**config.mk**
```make
export PLATFORM = sky130hd
export DESIGN_NAME = serial_subtractor
export DESIGN_NICKNAME = d
export VERILOG_FILES = /design/src/rtl/serial_subtractor.sv
export SDC_FILE = /design/constraint.sdc
export NUM_CORES = 1
export LEC_CHECK = 0
export CORE_UTILIZATION = 48
export CTS_CLUSTER_SIZE = 24
export DETAILED_ROUTE_END_ITERATION = 8
export GPL_TIMING_DRIVEN = 1
export PLACE_DENSITY = 0.74
export SLEW_MARGIN = 5
export SYNTH_ARGS = -nofsm -noshare
export SYNTH_HDL_FRONTEND = slang
export SYNTH_SLANG_ARGS = --single-unit
export TNS_END_PERCENT = 1
```
**constraint.sdc**
```tcl
create_clock -name CLK -period 3.1 [get_ports CLK]
set_input_delay 0.775 -clock CLK [delete_from_list [all_inputs] [get_ports CLK]]
set_output_delay 0.775 -clock CLK [all_outputs]
set_load 0.1 [all_outputs]
```
**src/rtl/serial_subtractor.sv**
```systemverilog
// serial_subtractor
//   Bit-serial subtractor computing A - B one bit per clock, LSB first.
//   A START accepted in IDLE captures both operands. WIDTH SHIFT cycles follow.
//   FIN then presents the result for one cycle with DONE high.
//
// Handshake: START is a request that is taken only in IDLE, at a rising edge.
//   Requests made in any other state are dropped, and there is no ready signal.
//   DONE is a single-cycle completion pulse, and D/B_O/OVF are valid from it.
//   Those outputs hold until the next completion.
//
// Ports
//   CLK        clock; all state changes on the rising edge
//   RST_N      asynchronous active-low reset
//   START      request to begin a subtraction
//   A, B       minuend / subtrahend, sampled on the START-accepting edge
//   BUSY       high while bits are processed (WIDTH cycles)
//   DONE       one-cycle pulse; result outputs valid
//   D          A - B modulo 2^WIDTH
//   B_O        final borrow (A < B unsigned)
//   OVF        signed two's-complement overflow of A - B
//   state_dbg  current FSM state (0 IDLE, 1 SHIFT, 2 FIN)
module serial_subtractor #(
  parameter int WIDTH = 8
) (
  input  logic             CLK,
  input  logic             RST_N,
  input  logic             START,
  input  logic [WIDTH-1:0] A,
  input  logic [WIDTH-1:0] B,
  output logic             BUSY,
  output logic             DONE,
  output logic [WIDTH-1:0] D,
  output logic             B_O,
  output logic             OVF,
  output logic [1:0]       state_dbg
);

  localparam int CW = $clog2(WIDTH) + 1;

  typedef enum logic [1:0] {
    IDLE  = 2'd0,
    SHIFT = 2'd1,
    FIN   = 2'd2
  } state_t;

  state_t           state;
  state_t           state_next;

  // Cleared by reset and set on the first edge afterwards. A START present
  // on the edge right after an asynchronous release is therefore not taken.
  logic             armed;

  logic [WIDTH-1:0] a_reg;
  logic [WIDTH-1:0] b_reg;
  // Partial result. It holds the diff bits gathered so far and is filled
  // from the MSB end. The final bit completes the word directly into D.
  logic [WIDTH-2:0] d_sh;
  logic [WIDTH-1:0] d_full;
  logic             brw;
  logic [CW-1:0]    cnt;

  logic [WIDTH-1:0] bit_sel;
  logic             a_bit;
  logic             b_bit;
  logic             diff_bit;
  logic             brw_next;
  logic             last_bit;
  logic             accept;

  assign accept = (state == IDLE) && START && armed;

  // One full-subtractor step on the bit selected by the counter
  always_comb begin
    bit_sel  = WIDTH'(1) << cnt;
    a_bit    = |(a_reg & bit_sel);
    b_bit    = |(b_reg & bit_sel);
    diff_bit = a_bit ^ b_bit ^ brw;
    brw_next = (~a_bit & b_bit) | (~(a_bit ^ b_bit) & brw);
    d_full   = {diff_bit, d_sh};
    last_bit = (cnt == CW'(WIDTH - 1));
  end

  // State register
  always_ff @(posedge CLK or negedge RST_N) begin
    if (!RST_N) begin
      state <= IDLE;
    end else begin
      state <= state_next;
    end
  end

  // Next state and state-decoded outputs
  always_comb begin
    state_next = state;
    BUSY       = 1'b0;
    DONE       = 1'b0;
    case (state)
      IDLE: begin
        if (accept) state_next = SHIFT;
      end
      SHIFT: begin
        BUSY = 1'b1;
        if (last_bit) state_next = FIN;
      end
      FIN: begin
        DONE       = 1'b1;
        state_next = IDLE;
      end
      default: state_next = IDLE;
    endcase
  end

  assign state_dbg = state;

  // Datapath
  always_ff @(posedge CLK or negedge RST_N) begin
    if (!RST_N) begin
      armed <= 1'b0;
      a_reg <= '0;
      b_reg <= '0;
      d_sh  <= '0;
      brw   <= 1'b0;
      cnt   <= '0;
      D     <= '0;
      B_O   <= 1'b0;
      OVF   <= 1'b0;
    end else begin
      armed <= 1'b1;
      if (accept) begin
        a_reg <= A;
        b_reg <= B;
        brw   <= 1'b0;
        cnt   <= '0;
      end else if (state == SHIFT) begin
        d_sh <= d_full[WIDTH-1:1];
        brw  <= brw_next;
        // Ends at WIDTH, which fits in CW bits, so the counter never wraps.
        cnt  <= cnt + CW'(1);
        if (last_bit) begin
          // Visible outputs change only here, on the edge that enters FIN.
          D   <= d_full;
          B_O <= brw_next;
          OVF <= (a_reg[WIDTH-1] ^ b_reg[WIDTH-1]) & (diff_bit ^ a_reg[WIDTH-1]);
        end
      end
    end
  end

endmodule

```
==> impl_metrics.csv, run 1 <==
group,metric,value,unit
floorplanning,core,0.00347,mm2
routing,drtIter0Drc,75,
logic_synthesis,synth_top_cell_by_area,"dfrtp_1",
cts,cts_root_buf,"clkbuf_8",
cts,postCtsResizedCells,0,
layout,fillCellCount,288,
logic_synthesis,postSynthCellCount,142,
sta,worst_pin_slew,0.945,ns
layout,nNetsFinal,201,
sta,max_freq,415,MHz
global_route,grt_use_total,18.4,%
critical_path,path_delay_family,"adder cells",
critical_path,crit_path_end_kind,"flop",
sta,final.period_utilization,77.7,%
cts,htree_num_levels,2,
placed_design,dp_hpwl,2270,um
global_route,grt_pass1_wl,5630,um
critical_path,cp.arrival,2.58,ns
routing,routed_wl,3180,um
hold_path,hold_path_class,"reg2reg",
sta,hold_viol_final,0,
logic_synthesis,synth_area_leaders,"dfrtp_1 (57%), mux2_2 (16%), nand2_1 (5.2%)",
layout,n_antenna_cell,0,
logic_synthesis,ys_ff_latch,41,
sta,rsz0062_at_grt,"no",
routing,route.detailed.drc,0,
cts,cts_setup_buffers,0,
floorplanning,num_io_pins,33,
logic_synthesis,synth_warnings,0,
logic_synthesis,avgSynthCellArea,12.7,um2
cts,cts.sinks,41,
critical_path,critPathBufInv,1,
floorplanning,die_area,0.00401,mm2
floorplanning,std_cell_rows,21,
routing,antenna_left,0,
outcome,status,"finished, final reports clean",
sta,layout_min_cycle_time,2.41,ns
critical_path,cp_cell_sequence,"inv_1 > ha_1 > a221o_2 > o21ai_0 > a41oi_1 > fa_1 > nand2_1 > o22ai_1 > mux2_2",
critical_path,critical_path_class,"reg2reg",
logic_synthesis,netlist_area,0.00181,mm2
routing,via_per_inst,5.23,
critical_path,critPathLaunchType,"flop",
sta,setup-tns-final,0,ns
global_route,grt_max_degree,42,
critical_path,path_max_fanout,5,
logic_synthesis,yosysSeqAreaShare,56.8,%
global_route,antenna_found_initial,0,
logic_synthesis,synth_cell_types,29,
routing,wl_per_cell,14.4,um
cts,cts_buffer_depth,2,
routing,vias,1156,
cts,cts_tree,"yes",
sta,slew_headroom,36.7,%
global_route,grt_pass1_vias,1186,
logic_synthesis,synth_nets,168,
cts,clk_latency,0.28,ns
floorplanning,die_h,63.4,um
sta,clock_skew,0.00347,ns
critical_path,critPathRequiredTime,3.27,ns
cts,cts_hold_buf,0,
placed_design,io_buffers,32,
placed_design,gp_congestion,0.784,
floorplanning,initial_core_util,52.1,%
cts,cts_buffers,5,
sta,drv_slew,0,
cts,cts.clk_slew.worst_paths,0.07,ns
critical_path,slowest_delay,0.53,ns
floorplanning,die_w,63.4,um
critical_path,critical-path-slowest-cell,"fa_1",
logic_synthesis,synth_top_area_share,56.8,%
layout,area_growth,21.0,%
sta,setup_violations,0,
job,drv_cap,0,
layout,drive_gt1_share,29.7,%
routing,drt_pass1_iterations,4,
global_route,globalRoute.totalOverflow,0,
==> placed cells by master, fill, tap and decap left out, types with 2 or more instances in the layout <==
cell             synthesis  layout
clkbuf_8                 0       6
o22ai_1                  2       2
mux2_2                  25      25
clkdlybuf4s50_1          0      17
a22o_1                   2       2
or3_1                    2       2
nand3_1                  3       3
inv_1                    5       5
o21ai_0                  7       7
dfrtp_1                 41      41
a221o_2                  2       2
ha_1                     6       6
nand2_1                 25      25
buf_4                    2      14
nand2b_1                 2       2
==> path summary, 6_finish.rpt <==
check                               startpoint                    to  slack (ns)  depth (start not counted)
min                        d_sh[0]$_DFFE_PN0P_   d_sh[0]$_DFFE_PN0P_        0.48                          2
max in group asynchronous                RST_N  b_reg[0]$_DFFE_PN0P_        1.96                          1
min in group asynchronous                RST_N  a_reg[0]$_DFFE_PN0P_        0.60                          1
max reg2reg                 cnt[0]$_DFFE_PN0P_       OVF$_DFFE_PN0P_        0.69                          9
max                         cnt[0]$_DFFE_PN0P_       OVF$_DFFE_PN0P_        0.69                          9
min reg2reg                d_sh[0]$_DFFE_PN0P_   d_sh[0]$_DFFE_PN0P_        0.48                          2
==> Yosys cell counts <==
cell type / number
a21o_1: 1
a21oi_1: 1
a221o_2: 2
a222oi_1: 1
a22o_1: 2
a22oi_1: 1
a41oi_1: 1
and2b_1: 1
and4bb_2: 1
buf_4: 2
buf_6: 2
clkbuf_1: 2
conb_1: 1
dfrtp_1: 41
fa_1: 1
ha_1: 6
inv_1: 5
mux2_2: 25
mux2_4: 1
mux2i_1: 1
nand2_1: 25
nand2b_1: 2
nand2b_4: 1
nand3_1: 3
nor3_2: 1
o21ai_0: 7
o22ai_1: 2
o31ai_1: 1
or3_1: 2
==> layout make-up <==
cell class,instances,area [um2],share of cell area (%)
inverters,5,18.8,0.859
multi-input cells,90,717,32.8
well taps,46,57.6,2.63
repair buffers,32,280,12.8
clock buffers,7,86.3,3.95
flip-flops and latches,41,1030,46.9
==> stage by stage <==
stage	instances	worst slack, ns	area (um2)	hold WS, ns	util (%)
final	221	0.691	2190	0.476	63.0
after global routing	221	0.553	2190	0.514	63.0
after CTS	221	0.672	2190	0.483	63.0
after detailed placement	214	0.686	2100	0.463	60.5
after global placement	214	0.788	2100	0.454	60.5
after floorplan	142	0.105	1810	0.440	-
==> tightest hold or removal path, delay by kind of cell (launching register included) <==
kind	cells	cell delay [ns]
flops	1	0.34
simple gates	2	0.11
==> per-layer routing <==
layer	vias to the layer above	track usage (%)	wire [um]
met5	-	0	0
met4	0	5.11	0
met3	0	6.16	157
met2	26	29.5	1580
met1	573	23.8	1440
li1	557	-	-
==> cells by family after synthesis <==
| family | count (synthesis) | synth area share, % |
|---|---|---|
| and+or+nand+nor | 36 | 9.83 |
| adders and majority gates | 7 | 5.26 |
| other | 1 | 0.208 |
| buffers and inverters | 11 | 3.53 |
| DFF | 41 | 56.8 |
| muxes | 27 | 17.0 |
| AOI/OAI and AO/OA | 19 | 7.41 |
Power of run 1 is left out: the tool's default activity adds up to more than one toggle a clock period on the data nets, which glitch-free logic cannot reach.
==> run 2, diff against run 1 <==
--- a/config.mk
+++ b/config.mk
@@ -5,7 +5,7 @@
 export SDC_FILE = /design/constraint.sdc
 export NUM_CORES = 1
 export LEC_CHECK = 0
-export CORE_UTILIZATION = 48
+export CORE_UTILIZATION = 46
 export CTS_CLUSTER_SIZE = 24
 export DETAILED_ROUTE_END_ITERATION = 8
 export GPL_TIMING_DRIVEN = 1
==> constraint.sdc (replaced) <==
create_clock -name CLK -period 2 [get_ports CLK]
set_input_delay 0.5 -clock CLK [delete_from_list [all_inputs] [get_ports CLK]]
set_output_delay 0.5 -clock CLK [all_outputs]
set_load 0.1 [all_outputs]
==> run 2 against run 1 <==
  * The flow now finishes with violations (setup timing)
  * Sequential share of layout area down 6.2 points
  * Non-clock buffer count up 12
  * Global-route usage up 2.0 points
  * Critical path type unchanged
  * Critical endpoint unchanged
==> impl_metrics.csv, run 2 (same netlist as run 1, synthesis figures left out) <==
group,metric,value,unit
placed_design,io_buffers,32,
sta,worst_pin_slew,0.501,ns
critical_path,crit_path_end_kind,"flop",
cts,cts_tree,"yes",
floorplanning,core,0.00372,mm2
layout,finish.utilization,68.1,%
routing,top_layer,"met4",
critical_path,cp.arrival,2.67,ns
layout,mostFrequentLayoutCell,"dfrtp_1",
global_route,grt_pass1_vias,1312,
layout,n_antenna_cell,0,
routing,route.detailed.drc,0,
routing,dr_wl_met3,146,um
cts,cts.clk_slew.worst_paths,0.07,ns
placed_design,dp_hpwl,2550,um
cts,htree_num_levels,2,
floorplanning,die_w,64.7,um
cts,cts_buffer_depth,2,
floorplanning,initial_core_util,48.6,%
routing,wl_per_cell,15.3,um
floorplanning,std_cell_rows,22,
sta,drv_slew,0,
cts,cts_root_buf,"clkbuf_8",
placed_design,placed_area,0.00236,mm2
critical_path,path_max_fanout,3,
cts,cts.sinks,41,
sta,setup_violations,5,
floorplanning,die_area,0.00418,mm2
layout,area_growth,40.0,%
cts,clk_latency,0.29,ns
routing,antenna_left,0,
job,drv_cap,0,
routing,met2_length,1810,um
sta,clock_skew,0.00443,ns
placed_design,gp_congestion,0.882,
routing,routed_wl,3620,um
sta,worst_slack,-0.489,ns
layout,nNetsFinal,213,
sta,max_freq,402,MHz
cts,cts_buffers,5,
routing,vias,1235,
global_route,grt_use_total,20.4,%
sta,slew_headroom,66.6,%
layout,drive_gt1_share,42.0,%
layout,fin_area,0.00253,mm2
floorplanning,num_io_pins,33,
layout,final_cell_mix,"dfrtp_1 (37), nand2_1 (25), mux2_2 (24)",
sta,hold_viol_final,0,
outcome,status,"finished, violations left",
cts,cts_hold_buf,0,
sta,final.period_utilization,124,%
sta,layout_min_cycle_time,2.49,ns
critical_path,critPathLaunchType,"flop",
global_route,grt_max_degree,42,
critical_path,critical_path_class,"reg2reg",
global_route,globalRoute.totalOverflow,0,
routing,via_per_inst,5.23,
hold_path,hold_path_class,"in2async",
global_route,grt_pass1_wl,6280,um
routing,drtIter0Drc,51,
outcome,violations,"setup timing",
routing,wl_met1,1520,um
sta,rsz0062_at_grt,"yes",
global_route,antenna_found_initial,0,
floorplanning,die_h,64.7,um
routing,drt_pass1_iterations,4,
critical_path,critPathRequiredTime,2.18,ns
[run 2: worst max-delay path: stages (launching register included)]
cell      delay, ns
dfrtp_1        0.43
ha_4           0.20
ha_4           0.16
a222oi_1       0.47
a21o_1         0.22
fa_1           0.44
nand2_1        0.11
o22ai_2        0.07
mux2_4         0.26
[run 2: repair_timing]
action,4_1_cts,5_1_grt
endpoints found under the hold margin,0,0
pin swaps,7,5
endpoints found under the setup margin,5,5
resized for setup,11,3
setup buffers,2,0
[run 2: metrics by stage]
stage	std cells	TNS (ns)	worst slack (ns)	hold WS [ns]
after floorplan	142	-0.178	-0.178	0.204
after global placement	226	-0.362	-0.209	0.455
after detailed placement	226	-0.933	-0.378	0.461
after CTS	236	-0.917	-0.368	0.266
after global routing	236	-1.57	-0.517	0.298
final	236	-1.29	-0.489	0.259
[run 2: final timing paths]
path	from	end	slack [ns]	depth (start not counted)
worst max-delay path	cnt[0]$_DFFE_PN0P_	OVF$_DFFE_PN0P_	-0.49	8
worst min-delay path	RST_N	D[0]$_DFFE_PN0P_	0.26	2
worst max register to register	cnt[0]$_DFFE_PN0P_	OVF$_DFFE_PN0P_	-0.49	8
worst min register to register	d_sh[0]$_DFFE_PN0P_	d_sh[0]$_DFFE_PN0P_	0.47	2
max in group asynchronous	RST_N	cnt[1]$_DFFE_PN0P_	1.37	2
min in group CLK	d_sh[0]$_DFFE_PN0P_	d_sh[0]$_DFFE_PN0P_	0.47	2
[run 2: final cells by class]
type / count / area [um2]
Fill cell: 275 / 1190
Sequential cell: 41 / 1030
Multi-Input combinational cell: 90 / 773
Timing Repair Buffer: 44 / 546
Clock buffer: 7 / 96.3
Tap cell: 48 / 60.1
Inverter: 5 / 18.8
Clock inverter: 1 / 5.00
[run 2: metal layers]
metal,vias up,global-route usage [%]
met5,-,0
met4,0,12.2
li1,581,-
met3,13,4.05
met2,40,33.2
met1,601,25.1
Power of run 2 is left out for the same reason.
